[src/rtl/gamepad_state_multi.sv]
// rtl/gamepad_state_multi.sv - multi-pad button sync, debounce, autofire gating and press-event latches
module gamepad_state_multi #(
  parameter int PAD_COUNT            = 2,
  parameter int BTN_WIDTH            = 12,
  parameter int DEBOUNCE_CYCLES      = 16,
  parameter int AUTOFIRE_HALF_PERIOD = 4096,
  parameter int SEL_WIDTH            = 3
) (
  input  logic                           clk,
  input  logic                           reset,
  input  logic [PAD_COUNT*BTN_WIDTH-1:0] btn_raw,
  input  logic [PAD_COUNT*BTN_WIDTH-1:0] autofire_mask,
  output logic [PAD_COUNT*BTN_WIDTH-1:0] pad_btn,
  input  logic                           read_en,
  input  logic [SEL_WIDTH-1:0]           read_sel,
  output logic                           read_valid,
  output logic [BTN_WIDTH-1:0]           read_pressed
);

  localparam int NBITS = PAD_COUNT * BTN_WIDTH;
  localparam int DB_W  = $clog2(DEBOUNCE_CYCLES + 1);
  localparam logic [DB_W-1:0] DB_LAST = DB_W'(DEBOUNCE_CYCLES - 1);
  localparam int AF_W  = (AUTOFIRE_HALF_PERIOD > 1) ? $clog2(AUTOFIRE_HALF_PERIOD) : 1;
  localparam logic [AF_W-1:0] AF_LAST = AF_W'(AUTOFIRE_HALF_PERIOD - 1);

  logic [NBITS-1:0]     sync1_q, sync2_q;
  logic [NBITS-1:0]     level_q, level_d;
  logic [DB_W-1:0]      db_cnt_q [NBITS];
  logic [DB_W-1:0]      db_cnt_d [NBITS];
  logic [AF_W-1:0]      af_cnt_q, af_cnt_d;
  logic                 af_phase_q, af_phase_d;
  logic [NBITS-1:0]     pad_btn_q, pad_btn_d;
  logic [NBITS-1:0]     latch_q, latch_d;
  logic [NBITS-1:0]     rise, clr;
  logic                 read_valid_q, read_valid_d;
  logic [BTN_WIDTH-1:0] read_pressed_q, read_pressed_d;
  logic [31:0]          sel_ext;

  // Debounce: a level only follows the synchronised input after DEBOUNCE_CYCLES consecutive disagreeing cycles
  always_comb begin
    level_d = level_q;
    for (int i = 0; i < NBITS; i++) begin
      db_cnt_d[i] = '0;
      if (sync2_q[i] != level_q[i]) begin
        if (db_cnt_q[i] == DB_LAST) begin
          level_d[i] = sync2_q[i];
        end else begin
          db_cnt_d[i] = db_cnt_q[i] + DB_W'(1);
        end
      end
    end
  end

  // Autofire timebase: phase flips each time the shared counter wraps
  always_comb begin
    af_cnt_d   = af_cnt_q + AF_W'(1);
    af_phase_d = af_phase_q;
    if (af_cnt_q == AF_LAST) begin
      af_cnt_d   = '0;
      af_phase_d = ~af_phase_q;
    end
  end

  // Output gating: masked buttons only show while the autofire phase is high
  always_comb begin
    pad_btn_d = level_q & (~autofire_mask | {NBITS{af_phase_q}});
  end

  // Read/clear: snapshot the selected pad's latches, clear them, but a same-cycle rising edge survives
  always_comb begin
    rise           = level_d & ~level_q;
    sel_ext        = 32'(read_sel);
    read_valid_d   = read_en;
    read_pressed_d = read_pressed_q;
    clr            = '0;
    if (read_en) begin
      read_pressed_d = '0;
    end
    for (int p = 0; p < PAD_COUNT; p++) begin
      if (read_en && (sel_ext == 32'(p))) begin
        read_pressed_d                  = latch_q[p*BTN_WIDTH +: BTN_WIDTH];
        clr[p*BTN_WIDTH +: BTN_WIDTH]   = '1;
      end
    end
    latch_d = (latch_q & ~clr) | rise;
  end

  // State registers with synchronous active-low reset
  always_ff @(posedge clk) begin
    if (!reset) begin
      sync1_q        <= '0;
      sync2_q        <= '0;
      level_q        <= '0;
      af_cnt_q       <= '0;
      af_phase_q     <= 1'b1;
      pad_btn_q      <= '0;
      latch_q        <= '0;
      read_valid_q   <= 1'b0;
      read_pressed_q <= '0;
      for (int i = 0; i < NBITS; i++) begin
        db_cnt_q[i] <= '0;
      end
    end else begin
      sync1_q        <= btn_raw;
      sync2_q        <= sync1_q;
      level_q        <= level_d;
      af_cnt_q       <= af_cnt_d;
      af_phase_q     <= af_phase_d;
      pad_btn_q      <= pad_btn_d;
      latch_q        <= latch_d;
      read_valid_q   <= read_valid_d;
      read_pressed_q <= read_pressed_d;
      for (int i = 0; i < NBITS; i++) begin
        db_cnt_q[i] <= db_cnt_d[i];
      end
    end
  end

  assign pad_btn      = pad_btn_q;
  assign read_valid   = read_valid_q;
  assign read_pressed = read_pressed_q;

endmodule

[config.mk]
export PLATFORM = sky130hd
export DESIGN_NAME = gamepad_state_multi
export DESIGN_NICKNAME = d
export VERILOG_FILES = /design/src/rtl/gamepad_state_multi.sv
export SDC_FILE = /design/constraint.sdc
export NUM_CORES = 1
export LEC_CHECK = 0
export BUFFER_PORTS_ARGS = -buffer_cell sky130_fd_sc_hd__buf_2
export CORE_ASPECT_RATIO = 0.7
export CORE_MARGIN = 5
export CORE_UTILIZATION = 50
export DETAILED_ROUTE_END_ITERATION = 8
export PLACE_DENSITY = 0.76
export SYNTH_ARGS = -nofsm -noshare
export SYNTH_HDL_FRONTEND = slang
export SYNTH_SLANG_ARGS = --single-unit
[constraint.sdc]
create_clock -name clk -period 1.99 [get_ports clk]
set_clock_uncertainty 0.15 [all_clocks]
set_input_delay 0.2985 -clock clk [delete_from_list [all_inputs] [get_ports clk]]
set_output_delay 0.2985 -clock clk [all_outputs]
set_load 0.1 [all_outputs]
==> results of run 1 <==
Yosys cell counts (all sizes together):
cell type | count | area share [%]
dfxtp | 266 | 56
or4 | 4 | 0.35
inv | 53 | 2.1
and3 | 24 | 1.6
nand3b | 16 | 1.3
o32ai | 8 | 0.73
or4b | 1 | 0.10
a22oi | 12 | 0.94
nor4bb | 1 | 0.10
nand4 | 3 | 0.26
xnor2 | 50 | 4.6
or3 | 28 | 1.9
nand4bb | 1 | 0.12
nand3 | 30 | 1.6
nor4b | 1 | 0.25
o211ai | 1 | 0.079
clkbuf | 16 | 0.63
a21oi | 59 | 3.1
ha | 49 | 6.4
o31ai | 4 | 0.46
o21ai | 16 | 0.84
nand2 | 51 | 2.0
and2 | 49 | 3.2
nor2 | 149 | 5.9
nand2b | 1 | 0.066
xor2 | 25 | 2.3
mux2i | 24 | 2.5
buf | 14 | 0.84
power groups by stage:
stage / clock [W] / sequential (W) / combinational, W
after floorplan: 0 / 0.00566 / 0.000163
after global placement: 0 / 0.00557 / 0.000378
after detailed placement: 0 / 0.00557 / 0.000386
after CTS: 0.00484 / 0.00546 / 0.000460
after global routing: 0.00509 / 0.00546 / 0.000502
final: 0.00472 / 0.00546 / 0.000457
what timing repair did:
item,4_1_cts,5_1_grt
endpoints found under the setup margin,0,0
hold buffers,49,0
endpoints found under the hold margin,49,0
layout make-up:
class / count / area [µm²] / share of cell area (%)
Multi-Input combinational cell: 607 / 3891 / 33.55
Timing Repair Buffer: 151 / 1069 / 9.211
Inverter: 53 / 198.9 / 1.715
Clock inverter: 9 / 130.1 / 1.122
Tap cell: 242 / 302.8 / 2.610
Sequential cell: 266 / 5325 / 45.91
Clock buffer: 35 / 683.2 / 5.889
state kept, by name, indices dropped and copies added, names as in the netlist:
signal	flops
af_cnt_q	12
af_phase_q	1
db_cnt_q	120
latch_q	24
level_q	24
pad_btn	24
read_pressed	12
read_valid	1
sync1_q	24
sync2_q	24
logic make-up (layout without fill, tap and decap cells):
logic type      count (synthesis)  count (layout)  synth area share (%)
mux                            24              24                 2.518
compound gates                100             100                 6.190
buf+inv                        83             248                 3.554
flops                         266             266                 55.82
xor+xnor                       75              75                 6.885
simple gates                  359             359                 18.61
fa+ha+maj                      49              49                 6.426
layer usage:
| metal | wire length [µm] | up-vias |
|---|---|---|
| li1 | - | 3466 |
| met1 | 8625 | 3054 |
| met2 | 8498 | 112 |
| met3 | 791 | 26 |
| met4 | 307 | 0 |
| met5 | 0 | - |
through the flow:
step | cell area (µm²) | hold WS, ns | util, % | total power, W
3_5_place_dp | 10300 | 0.2686 | 54.73 | 0.005961
6_report | 11600 | 0.02969 | 61.66 | 0.01064
2_1_floorplan | 9540 | 0.2398 | - | 0.005819
5_1_grt | 11600 | 0.04465 | 61.66 | 0.01106
3_3_place_gp | 10300 | 0.2644 | 54.73 | 0.005951
4_1_cts | 11600 | 0.0009456 | 61.66 | 0.01075
path summary, 6_finish.rpt:
kind | end | slack [ns] | from | cells past startpoint
max | db_cnt_q[0][31] | 0.19 | db_cnt_q[0][30] | 5
min | level_q[21] | 0.03 | reset | 3
max reg2reg | db_cnt_q[0][31] | 0.19 | db_cnt_q[0][30] | 5
min reg2reg | sync2_q[10] | 0.28 | sync1_q[10] | 1
worst max-delay path: stages (launching register included):
cell and delay (ns):
dfxtp_1 0.33, ha_1 0.23, and3_1 0.19, ha_1 0.21, or3_1 0.48, nor2_1 0.14
==> results.cfg, run 1 <==
[outcome]
status = completed

[setup_path]
crit_fanout = 5
worstSetupPathType = flop to flop
crit_required_ns = 2.28
cp-end-kind = flop
crit_arrival_ns = 2.09
startpoint_type = flop

[yosys]
yosysUniqueCellTypes = 37
yosys_warnings = 0
ys_seq_area_share_pct = 55.82
avgSynthCellArea_um2 = 9.979
synthesis.nets = 1059
synth_cells = 956
ys_seq_elements = 266
syn_area_mm2 = 0.009540

[clocking]
cts_tree = yes
clk_path_buf_depth = 3
cts_sinks = 266
clk_pin_slew_ns = 0.06
postCtsSetupBuffers = 0
cts-root-buf = clkbuf_16
cts-resized-gates = 0
htree_levels = 1
clock_latency_ns = 0.52
numCtsBuffers = 25

[power_and_ir_drop]
p_leak_nw = 4.579
p_sw_w = 0.002245
power_frac_seq_pct = 51.3
p_int_w = 0.008392
p_clk_share_pct = 44.4
power_density_mw_per_mm2 = 917.0
p_sw_share_pct = 21.11
ir_worst_vdd_mv = 0.6751
combPwrFrac_pct = 4.3

[floorplanning]
die_height_um = 125.6
die_area_mm2 = 0.02199
start_util_pct = 50.71
core.rowCount = 42
ioPinCount = 91
die_w_um = 175.1
core_area_mm2 = 0.01881

[flow_run]
drv_cap = 0

[timing]
period_minus_slack_ns = 1.799
grt_setup_unrepaired = false
period_share_pct = 90.40
max-slew-margin-rel_pct = 66.14
drv_slew = 0
fmax_ghz = 0.5558
finalSetupViolCount = 0
tightest_slew_ns = 0.5114
final-hold-violation-count = 0
fin_ws_ns = 0.1909
tns_ns = 0

[cells_and_area]
final_common_cell = dfxtp_1
layoutNonFillerInstCount = 1363
nFillCells = 1507
final_cell_mix = 266 x dfxtp_1, 149 x nor2_1, 90 x buf_2
syn2layout_area_growth_pct = 21.59
drive_above_1_share_pct = 13.11
antennaDiodeCount = 0
fin_nets = 1207

[grt]
antenna_found_initial = 0
grt-ovfl-total = 0
busiest_layer = met2
grt_use_met3_pct = 2.746
track_usage_pct = 16.88
grt_use_met1_pct = 23.08
grt_pass1_vias = 6513
grt_pass1_wl_mm = 31.26
use_met2_pct = 28.53
grt_start_max_net_pins = 66

[place]
hpwlAfterDp_mm = 12.21
gp_congestion = 0.7828
place_ws_ns = 0.2292
portBuffers = 90
dp.cells = 1270

[detailed_routing]
ant_nets = 0
drc = 0
first_pass_iters = 5
routed_wl_mm = 18.22
wire_per_inst_um = 13.37
via_per_inst = 4.885
first_iter_violations = 351
vias = 6658

[worst_hold_path]
hp-class = input port to flop
Note: power is estimated with default switching activity, not from simulation.
==> run 2, diff against run 1 <==
--- a/config.mk
+++ b/config.mk
@@ -11,6 +11,7 @@
 export CORE_UTILIZATION = 50
 export DETAILED_ROUTE_END_ITERATION = 8
 export PLACE_DENSITY = 0.76
+export SETUP_SLACK_MARGIN = 0.5
 export SYNTH_ARGS = -nofsm -noshare
 export SYNTH_HDL_FRONTEND = slang
 export SYNTH_SLANG_ARGS = --single-unit
==> results.cfg, run 2 (synthesis gave the netlist of run 1 again) <==
[grt]
grt-ovfl-total = 0
grt_pass1_vias = 7644
grt_pass1_wl_mm = 37.52
track_usage_pct = 20.63
grt_start_max_net_pins = 76
antenna_found_initial = 0

[cells_and_area]
drive_above_1_share_pct = 44.37
final_common_cell = dfxtp_1
final_cell_mix = 171 x dfxtp_1, 88 x buf_4, 85 x dfxtp_2
register_area_mm2 = 0.005469
layoutNonFillerInstCount = 1450
largest-register = db_cnt_q
nFillCells = 1083
antennaDiodeCount = 0
final_core_util_pct = 75.71
largest_reg_flops = 120
fin_nets = 1295
syn2layout_area_growth_pct = 49.30
multi_input_area_mm2 = 0.005225

[timing]
fin_ws_ns = 0.3345
hold_slack_ns = 0.06479
period_minus_slack_ns = 1.656
grt_setup_unrepaired = true
final-hold-violation-count = 0
tightest_slew_ns = 0.3932
fmax_ghz = 0.6040
drv_slew = 0
max-slew-margin-rel_pct = 73.64
period_share_pct = 83.19
finalSetupViolCount = 0
tns_ns = 0

[worst_hold_path]
hp-class = input port to flop

[detailed_routing]
vias = 7688
top_layer_used = met4
via_per_inst = 5.302
routed_wl_mm = 26.06
wire_per_inst_um = 17.97
met2_length_mm = 13.17
first_pass_iters = 5
met3_wirelength_mm = 1.414
first_iter_violations = 514
ant_nets = 0
drt-met1-wl_mm = 10.36
drc = 0

[setup_path]
crit_fanout = 2
crit_required_ns = 2.25
worstSetupPathType = flop to flop
startpoint_type = flop
cp_cell_sequence = ha_4 > and3_4 > ha_4 > buf_6 > mux2i_2 > o32ai_1
slowest_stage = dfxtp_2
cp-end-kind = flop
crit_top_cell = ha_4
crit_arrival_ns = 1.91
slowest_delay_ns = 0.33

[flow_run]
drv_cap = 0

[clocking]
numCtsBuffers = 24
clock_latency_ns = 0.52
htree_levels = 1
cts_tree = yes
clk_pin_slew_ns = 0.07
cts_sinks = 266
clk_path_buf_depth = 3
cts-root-buf = clkbuf_16

[floorplanning]
core.rowCount = 42
die_w_um = 175.1
start_util_pct = 50.71
core_area_mm2 = 0.01881
die_height_um = 125.6
die_area_mm2 = 0.02199
ioPinCount = 91

[power_and_ir_drop]
power_density_mw_per_mm2 = 739.3
ir_worst_vdd_mv = 0.6566
p_leak_nw = 5.125

[outcome]
status = completed

[place]
gp_congestion = 0.7596
portBuffers = 90
hpwlAfterDp_mm = 11.95
place_ws_ns = 0.3217
dp.cells = 1267
-- run 2: changes by cell type in the layout (fill, tap and decap cells not counted), moves of 24 or more --
cell,delta
dfxtp_2,+85
buf_12,+35
nor2_1,-93
or3_1,-25
or3_4,+25
ha_1,-49
and3_1,-24
nor2_2,+73
ha_4,+49
dfxtp_1,-95
buf_4,+79
and3_4,+24
buf_2,-38
-- run 2: layout make-up --
cell class / count / area share [%]
sequential: 266 / 38.40
inverter: 53 / 1.397
clock buffer: 39 / 5.112
timing repair buffer: 239 / 16.18
clock inverter: 3 / 0.1054
multi-input combinational: 608 / 36.68
tap: 242 / 2.126
-- run 2: path summary, 6_finish.rpt --
check / start / to / slack, ns / depth (start not counted)
worst min-delay path: reset / af_cnt_q[11] / 0.06 / 3
worst max register to register: db_cnt_q[0][6] / latch_q[1] / 0.33 / 6
worst min register to register: sync1_q[5] / sync2_q[5] / 0.28 / 1
worst max-delay path: db_cnt_q[0][6] / latch_q[1] / 0.33 / 6
-- run 2: metrics by stage --
step / total power (W) / cell area, µm²
6_report: 0.01053 / 14240
5_1_grt: 0.01086 / 14240
4_1_cts: 0.01047 / 13650
3_5_place_dp: 0.005969 / 10530
3_3_place_gp: 0.005962 / 10530
2_1_floorplan: 0.005839 / 9819
-- run 2: where the power goes --
group / switching, W / internal [W]
combinational: 0.000324 / 0.000284
clock: 0.00195 / 0.00249
sequential: 0.0000730 / 0.00540
-- run 2: worst max-delay path: cells and delay by family, from the launching register on --
family | cells | cell delay, ns
adder cells (fa/ha/maj) | 2 | 0.31
multiplexers | 1 | 0.16
flip-flops | 1 | 0.33
AND/OR/NAND/NOR | 1 | 0.18
buffers and inverters | 1 | 0.11
AO/OA/AOI/OAI | 1 | 0.30
-- run 2: per-layer routing --
| metal | track usage, % | vias to the layer above |
|---|---|---|
| li1 | - | 3644 |
| met1 | 25.06 | 3681 |
| met2 | 37.27 | 273 |
| met3 | 3.470 | 90 |
| met4 | 6.787 | 0 |
| met5 | 0 | - |
-- run 2: repair_timing --
action / 4_1_cts / 5_1_grt
hold buffers: 51 / 0
endpoints found under the setup margin: 177 / 192
resized for setup: 326 / 145
cloned: 1 / 0
pin swaps: 129 / 57
hold endpoints to repair: 52 / 0
buffers inserted: 73 / 16
